--- config.mk ---
export PLATFORM = sky130hd
export DESIGN_NAME = seq_restoring_div32_flat
export DESIGN_NICKNAME = d
export VERILOG_FILES = /design/src/rtl/seq_restoring_div32_if.sv /design/src/rtl/seq_restoring_div32.sv /design/src/flat_wrapper.sv
export SDC_FILE = /design/constraint.sdc
export NUM_CORES = 1
export LEC_CHECK = 0
export CORE_UTILIZATION = 40
export DETAILED_ROUTE_END_ITERATION = 8
export PLACE_DENSITY = 0.67
export SLEW_MARGIN = 0
export SYNTH_ARGS = -nofsm -noshare
export SYNTH_HDL_FRONTEND = slang
export SYNTH_SLANG_ARGS = --single-unit
export TNS_END_PERCENT = 50
--- constraint.sdc ---
create_clock -name clk -period 2.7 [get_ports clk]
set_input_delay 0.405 -clock clk [delete_from_list [all_inputs] [get_ports clk]]
set_output_delay 0.405 -clock clk [all_outputs]
set_load 0.01 [all_outputs]
--- src/rtl/seq_restoring_div32_if.sv ---
// Valid/ready bundle for seq_restoring_div32: operand request side and result side.
// The div_zero signal exists only when DIV_ZERO_FAST_EN is defined.
interface seq_restoring_div32_if #(
  parameter int unsigned NUM_W = 32,
  parameter int unsigned DEN_W = 16
);
  logic             in_valid;
  logic             in_ready;
  logic [NUM_W-1:0] dividend;
  logic [DEN_W-1:0] divisor;
  logic             out_valid;
  logic             out_ready;
  logic [NUM_W-1:0] quotient;
  logic [DEN_W-1:0] remainder;
`ifdef DIV_ZERO_FAST_EN
  logic             div_zero;
`endif

  modport master (
    output in_valid,
    output dividend,
    output divisor,
    output out_ready,
    input  in_ready,
    input  out_valid,
    input  quotient,
`ifdef DIV_ZERO_FAST_EN
    input  div_zero,
`endif
    input  remainder
  );

  modport slave (
    input  in_valid,
    input  dividend,
    input  divisor,
    input  out_ready,
    output in_ready,
    output out_valid,
    output quotient,
`ifdef DIV_ZERO_FAST_EN
    output div_zero,
`endif
    output remainder
  );
endinterface

--- src/rtl/seq_restoring_div32.sv ---
// Sequential radix-2 restoring divider, one quotient bit per cycle, MSB first.
// Optional macro DIV_ZERO_FAST_EN: divisor 0 short-circuits to DONE and raises div_zero.
module seq_restoring_div32 #(
  parameter int unsigned NUM_W = 32,
  parameter int unsigned DEN_W = 16
) (
  input logic                 clk,
  input logic                 rst_n,
  seq_restoring_div32_if.slave bus
);

  localparam int unsigned CntW = $clog2(NUM_W);

  typedef enum logic [1:0] {StIdle, StBusy, StDone} state_e;

  state_e           state_q;
  logic [CntW-1:0]  cnt_q;
  logic [NUM_W-1:0] quo_q;
  logic [DEN_W-1:0] rem_q;
  logic [DEN_W-1:0] den_q;
  logic             in_ready_q;
  logic             out_valid_q;
`ifdef DIV_ZERO_FAST_EN
  logic             div_zero_q;
`endif

  // The DEN_W+1-bit partial remainder only exists as the shifted value; the stored
  // remainder is always below the divisor so DEN_W bits suffice.
  logic [DEN_W:0]   shifted;
  logic [DEN_W+1:0] trial;
  logic             borrow;
  logic             unused_trial_bit;

  always_comb begin
    shifted          = {rem_q, quo_q[NUM_W-1]};
    trial            = {1'b0, shifted} - {2'b00, den_q};
    borrow           = trial[DEN_W+1];
    unused_trial_bit = trial[DEN_W];
  end

  always_ff @(posedge clk or negedge rst_n) begin
    if (!rst_n) begin
      state_q     <= StIdle;
      cnt_q       <= '0;
      quo_q       <= '0;
      rem_q       <= '0;
      den_q       <= '0;
      in_ready_q  <= 1'b1;
      out_valid_q <= 1'b0;
`ifdef DIV_ZERO_FAST_EN
      div_zero_q  <= 1'b0;
`endif
    end else begin
      case (state_q)
        StIdle: begin
          if (bus.in_valid && in_ready_q) begin
            den_q      <= bus.divisor;
            in_ready_q <= 1'b0;
`ifdef DIV_ZERO_FAST_EN
            if (bus.divisor == '0) begin
              quo_q       <= '1;
              rem_q       <= bus.dividend[DEN_W-1:0];
              out_valid_q <= 1'b1;
              div_zero_q  <= 1'b1;
              state_q     <= StDone;
            end else begin
              quo_q   <= bus.dividend;
              rem_q   <= '0;
              cnt_q   <= CntW'(NUM_W - 1);
              state_q <= StBusy;
            end
`else
            quo_q   <= bus.dividend;
            rem_q   <= '0;
            cnt_q   <= CntW'(NUM_W - 1);
            state_q <= StBusy;
`endif
          end
        end
        StBusy: begin
          quo_q <= {quo_q[NUM_W-2:0], ~borrow};
          rem_q <= borrow ? shifted[DEN_W-1:0] : trial[DEN_W-1:0];
          if (cnt_q == '0) begin
            out_valid_q <= 1'b1;
            state_q     <= StDone;
          end else begin
            cnt_q <= cnt_q - 1'b1;
          end
        end
        StDone: begin
          if (bus.out_ready) begin
            out_valid_q <= 1'b0;
            in_ready_q  <= 1'b1;
`ifdef DIV_ZERO_FAST_EN
            div_zero_q  <= 1'b0;
`endif
            state_q     <= StIdle;
          end
        end
        default: state_q <= StIdle;
      endcase
    end
  end

  assign bus.in_ready  = in_ready_q;
  assign bus.out_valid = out_valid_q;
  assign bus.quotient  = quo_q;
  assign bus.remainder = rem_q;
`ifdef DIV_ZERO_FAST_EN
  assign bus.div_zero  = div_zero_q;
`endif

endmodule
--- src/flat_wrapper.sv ---
// flat-port wrapper written by rule: the top's interface ports become plain ports
module seq_restoring_div32_flat 
#(
  parameter int unsigned NUM_W = 32,
  parameter int unsigned DEN_W = 16
)
  (clk, rst_n, bus_in_valid, bus_dividend, bus_divisor, bus_out_ready, bus_in_ready, bus_out_valid, bus_quotient, bus_remainder);
  seq_restoring_div32_if #(.NUM_W(NUM_W), .DEN_W(DEN_W)) bus_i ();
  input logic clk;
  input logic rst_n;
  input wire logic [$bits(bus_i.in_valid)-1:0] bus_in_valid;
  input wire logic [$bits(bus_i.dividend)-1:0] bus_dividend;
  input wire logic [$bits(bus_i.divisor)-1:0] bus_divisor;
  input wire logic [$bits(bus_i.out_ready)-1:0] bus_out_ready;
  output wire logic [$bits(bus_i.in_ready)-1:0] bus_in_ready;
  output wire logic [$bits(bus_i.out_valid)-1:0] bus_out_valid;
  output wire logic [$bits(bus_i.quotient)-1:0] bus_quotient;
  output wire logic [$bits(bus_i.remainder)-1:0] bus_remainder;
  assign bus_i.in_valid = bus_in_valid;
  assign bus_i.dividend = bus_dividend;
  assign bus_i.divisor = bus_divisor;
  assign bus_i.out_ready = bus_out_ready;
  assign bus_in_ready = bus_i.in_ready;
  assign bus_out_valid = bus_i.out_valid;
  assign bus_quotient = bus_i.quotient;
  assign bus_remainder = bus_i.remainder;
  seq_restoring_div32 #(.NUM_W(NUM_W), .DEN_W(DEN_W)) u_core (.clk(clk), .rst_n(rst_n), .bus(bus_i));
endmodule
==> flow_summary.ini, run 1 <==
[outcome]
status = finished, final reports clean

[floorplanning]
die_w_um = 103.7
fp.coreArea_um2 = 9910
dieArea_um2 = 10750
num_io_pins = 102
core.rowCount = 36
die_h_um = 103.7
start_util_pct = 41.73

[clock_tree]
cts_setup_buffers = 0
clkTransAtPathRegs_ps = 80
cts_buffers = 9
clk_latency_ps = 350
clock-sinks = 73
ctsHtreeMaxLevel = 3
cts_max_path_buffers = 2
clockRootBuffer = clkbuf_8
hold_buffers = 0
ctsResizeCount = 0
cts_tree = built

[final_layout]
fillers = 944
fin_nets = 625
area_growth_pct = 31.16
fin_util_pct = 54.73
layout-drive-gt1-share_pct = 8.050
diodes = 0
design_area_um2 = 5424

[timing]
slew_headroom_pct = 13.10
whs_ps = 167.3
hold_violations = 0
period_minus_slack_ps = 2428
worst_slew_pin_slew_ps = 1299
fin_tns_setup_ps = 0
skew_ps = 11.44
slew_violations = 0
setup_viol = 0
rsz0062_at_grt = false
period_share_pct = 89.92
fmax_mhz = 411.9

[worst_setup_path]
setup.worst_path.end_class = flip-flop
setup.worst_path.start_class = flip-flop
path_class = flip-flop to flip-flop
critical_path_arrival_ps = 2670
rr_worst_depth = 6
cp_max_fo = 12
cp_data_required_time_ps = 2950
r2r_start = u_core.bus.remainder[3]
r2r_slack_ps = 270
timing.rr.end = u_core.bus.remainder[10]

[logic_synthesis]
syn_inst = 462
yosysSeqAreaShare_pct = 44.21
synth.net_count = 533
ys_ff_latch = 73
async_flop_share_pct = 100.0
synth_enable_flop_cells = 0
ys_top_cells_by_area = dfrtp_1 44%, nand2_1 7.9%, ha_1 5.4%
synth_flop_cell = dfrtp_1
synth_top_area_share_pct = 43.57
yosys.area.top_type = dfrtp_1
synth.avg_cell_area_um2 = 8.951
synth_warnings = 0
mappedNetlistArea_um2 = 4135
synth.distinct_cells = 57

[routing]
routed_via_density = 5.422
drtIter0Drc = 169
firstDrtPassIters = 5
postRouteWirelength_um = 10830
wire_per_inst_um = 15.65
vias = 3752
drcViolationCount = 0
drtAntennaViolNets = 0

[global_routing]
grt_max_degree = 74
grtUsageTotal_pct = 21.02
grt_pass1_vias = 3767
antenna_found_initial = 0
grt_overflow = 0
grt_first_pass_wirelength_um = 18350

[power]
peakVddDrop_v = 0.0001571
p_leak_nw = 2.454
powerDensity_nw_per_um2 = 362.3

[place]
dp_hpwl_um = 7566
dpl_cell_area_um2 = 5253
place_congestion = 0.8743
numPortBuffers = 101

[flow_run]
cap_viol_max_count = 0

[worst_hold_path]
hp-class = input port to asynchronous set/reset pin
registers in the layout (all words and copies together), names as in the netlist:
signal	count
u_core.bus.quotient	32
u_core.bus.remainder	16
u_core.den_q	16
u_core.cnt_q	5
u_core.state_q	2
u_core.bus.in_ready	1
u_core.bus.out_valid	1
where the power goes:
group | switching [mW] | leakage (nW) | internal (mW)
clock network | 0.435 | 0.0879 | 0.341
logic | 0.0320 | 1.54 | 0.0650
registers | 0 | 0.828 | 1.09
total | 0.467 | 2.45 | 1.50
synthesized netlist by cell type, types with 3 or more instances:
master / instances
nand4_1: 3
ha_1: 18
clkbuf_1: 22
o22ai_1: 13
dfrtp_1: 72
and3_1: 4
nand2b_1: 5
nor2_1: 37
a21oi_1: 19
o211ai_2: 11
buf_6: 3
o21ai_0: 28
xor2_1: 5
a21o_1: 5
o211ai_1: 10
inv_1: 21
xnor2_1: 8
nand3_1: 17
buf_2: 3
o31a_1: 3
o31ai_1: 5
nand2_1: 87
nor3_1: 3
a22oi_1: 19
cells in the final DEF, fill, tap and decap left out, drive strengths merged, types with 2 or more instances in the layout:
master         count
a22oi             19
clkinv             4
dfrtp             72
nor3b              2
a21o               5
nor2              37
o31a               3
o21bai             2
o21ai             29
buf                9
o211ai            21
o2111ai            2
clkdlybuf4s50    100
nand2             87
o22ai             13
inv               23
o31ai              6
nor3               3
xnor2              8
a31oi              2
a211o              2
and2               2
o21a               3
a211oi             2
o211a              2
nand4              3
nand3             17
xor2               5
nand2b             5
and3               4
clkbuf            11
ha                18
a21oi             21
metrics by stage:
stage	total power, mW	cells	setup slack (ps)
finish	1.965	692	272.1
global route	2.036	692	149.1
CTS	1.998	692	298.2
detailed placement	1.214	676	286.8
global placement	1.213	676	346.6
floorplan	1.117	462	564.0
layer usage:
layer | part of all wire, % | track usage, %
met1 | 47 | 27.98
met4 | 1.8 | 6.939
met3 | 7.4 | 6.860
met2 | 44 | 32.26
met5 | 0 | 0
cell families after synthesis:
| family | count (synthesis) | share of synthesized area [%] |
|---|---|---|
| xor+xnor | 13 | 2.753 |
| simple gates | 169 | 18.03 |
| flops | 73 | 44.21 |
| compound gates | 137 | 23.66 |
| buf+inv | 50 | 5.174 |
| mux | 1 | 0.2421 |
| fa+ha+maj | 19 | 5.931 |
how the worst max path moves through the flow:
stage,from,to,slack (ps),depth (start not counted)
after floorplan,u_core.bus.remainder[3],u_core.bus.remainder[11],560,8
after global placement,u_core.bus.remainder[9],u_core.bus.remainder[10],350,7
after detailed placement,u_core.bus.remainder[3],u_core.bus.remainder[10],290,6
after CTS,u_core.bus.remainder[3],u_core.bus.remainder[10],300,6
after global routing,u_core.bus.remainder[7],u_core.bus.remainder[10],150,7
final,u_core.bus.remainder[3],u_core.bus.remainder[10],270,6
final cells by class:
cell class | count | area, µm² | area share, %
sequential | 73 | 1828 | 33.70
clock buffer | 11 | 131.4 | 2.422
inverter | 22 | 82.58 | 1.522
tap | 133 | 166.4 | 3.068
timing repair buffer | 109 | 1069 | 19.70
clock inverter | 5 | 40.04 | 0.7382
multi-input combinational | 339 | 2107 | 38.85
critical path, stage by stage, from the launching register on:
cell and delay (ps):
dfrtp_1 420, ha_1 370, a21oi_1 380, a211oi_2 150
o211a_1 380, or2_4 380, a31o_2 260
(Power assumes the default switching activity.)
==> inputs of run 2 (changes only) <==
--- a/config.mk
+++ b/config.mk
@@ -6,9 +6,9 @@
 export NUM_CORES = 1
 export LEC_CHECK = 0
 export CORE_UTILIZATION = 40
+export CTS_CLUSTER_SIZE = 14
 export DETAILED_ROUTE_END_ITERATION = 8
 export PLACE_DENSITY = 0.67
-export SLEW_MARGIN = 0
 export SYNTH_ARGS = -nofsm -noshare
 export SYNTH_HDL_FRONTEND = slang
 export SYNTH_SLANG_ARGS = --single-unit
==> results of run 2 <==
Same layout as run 1: the final DEF is identical, and so are final timing and power.
==> inputs of run 3 (changes only) <==
--- a/config.mk
+++ b/config.mk
@@ -5,6 +5,7 @@
 export SDC_FILE = /design/constraint.sdc
 export NUM_CORES = 1
 export LEC_CHECK = 0
+export ABC_CLOCK_PERIOD_IN_PS = 2700
 export CORE_UTILIZATION = 40
 export CTS_CLUSTER_SIZE = 14
 export DETAILED_ROUTE_END_ITERATION = 8
==> results of run 3 <==
Same layout as run 1: the final DEF is identical, and so are final timing and power.
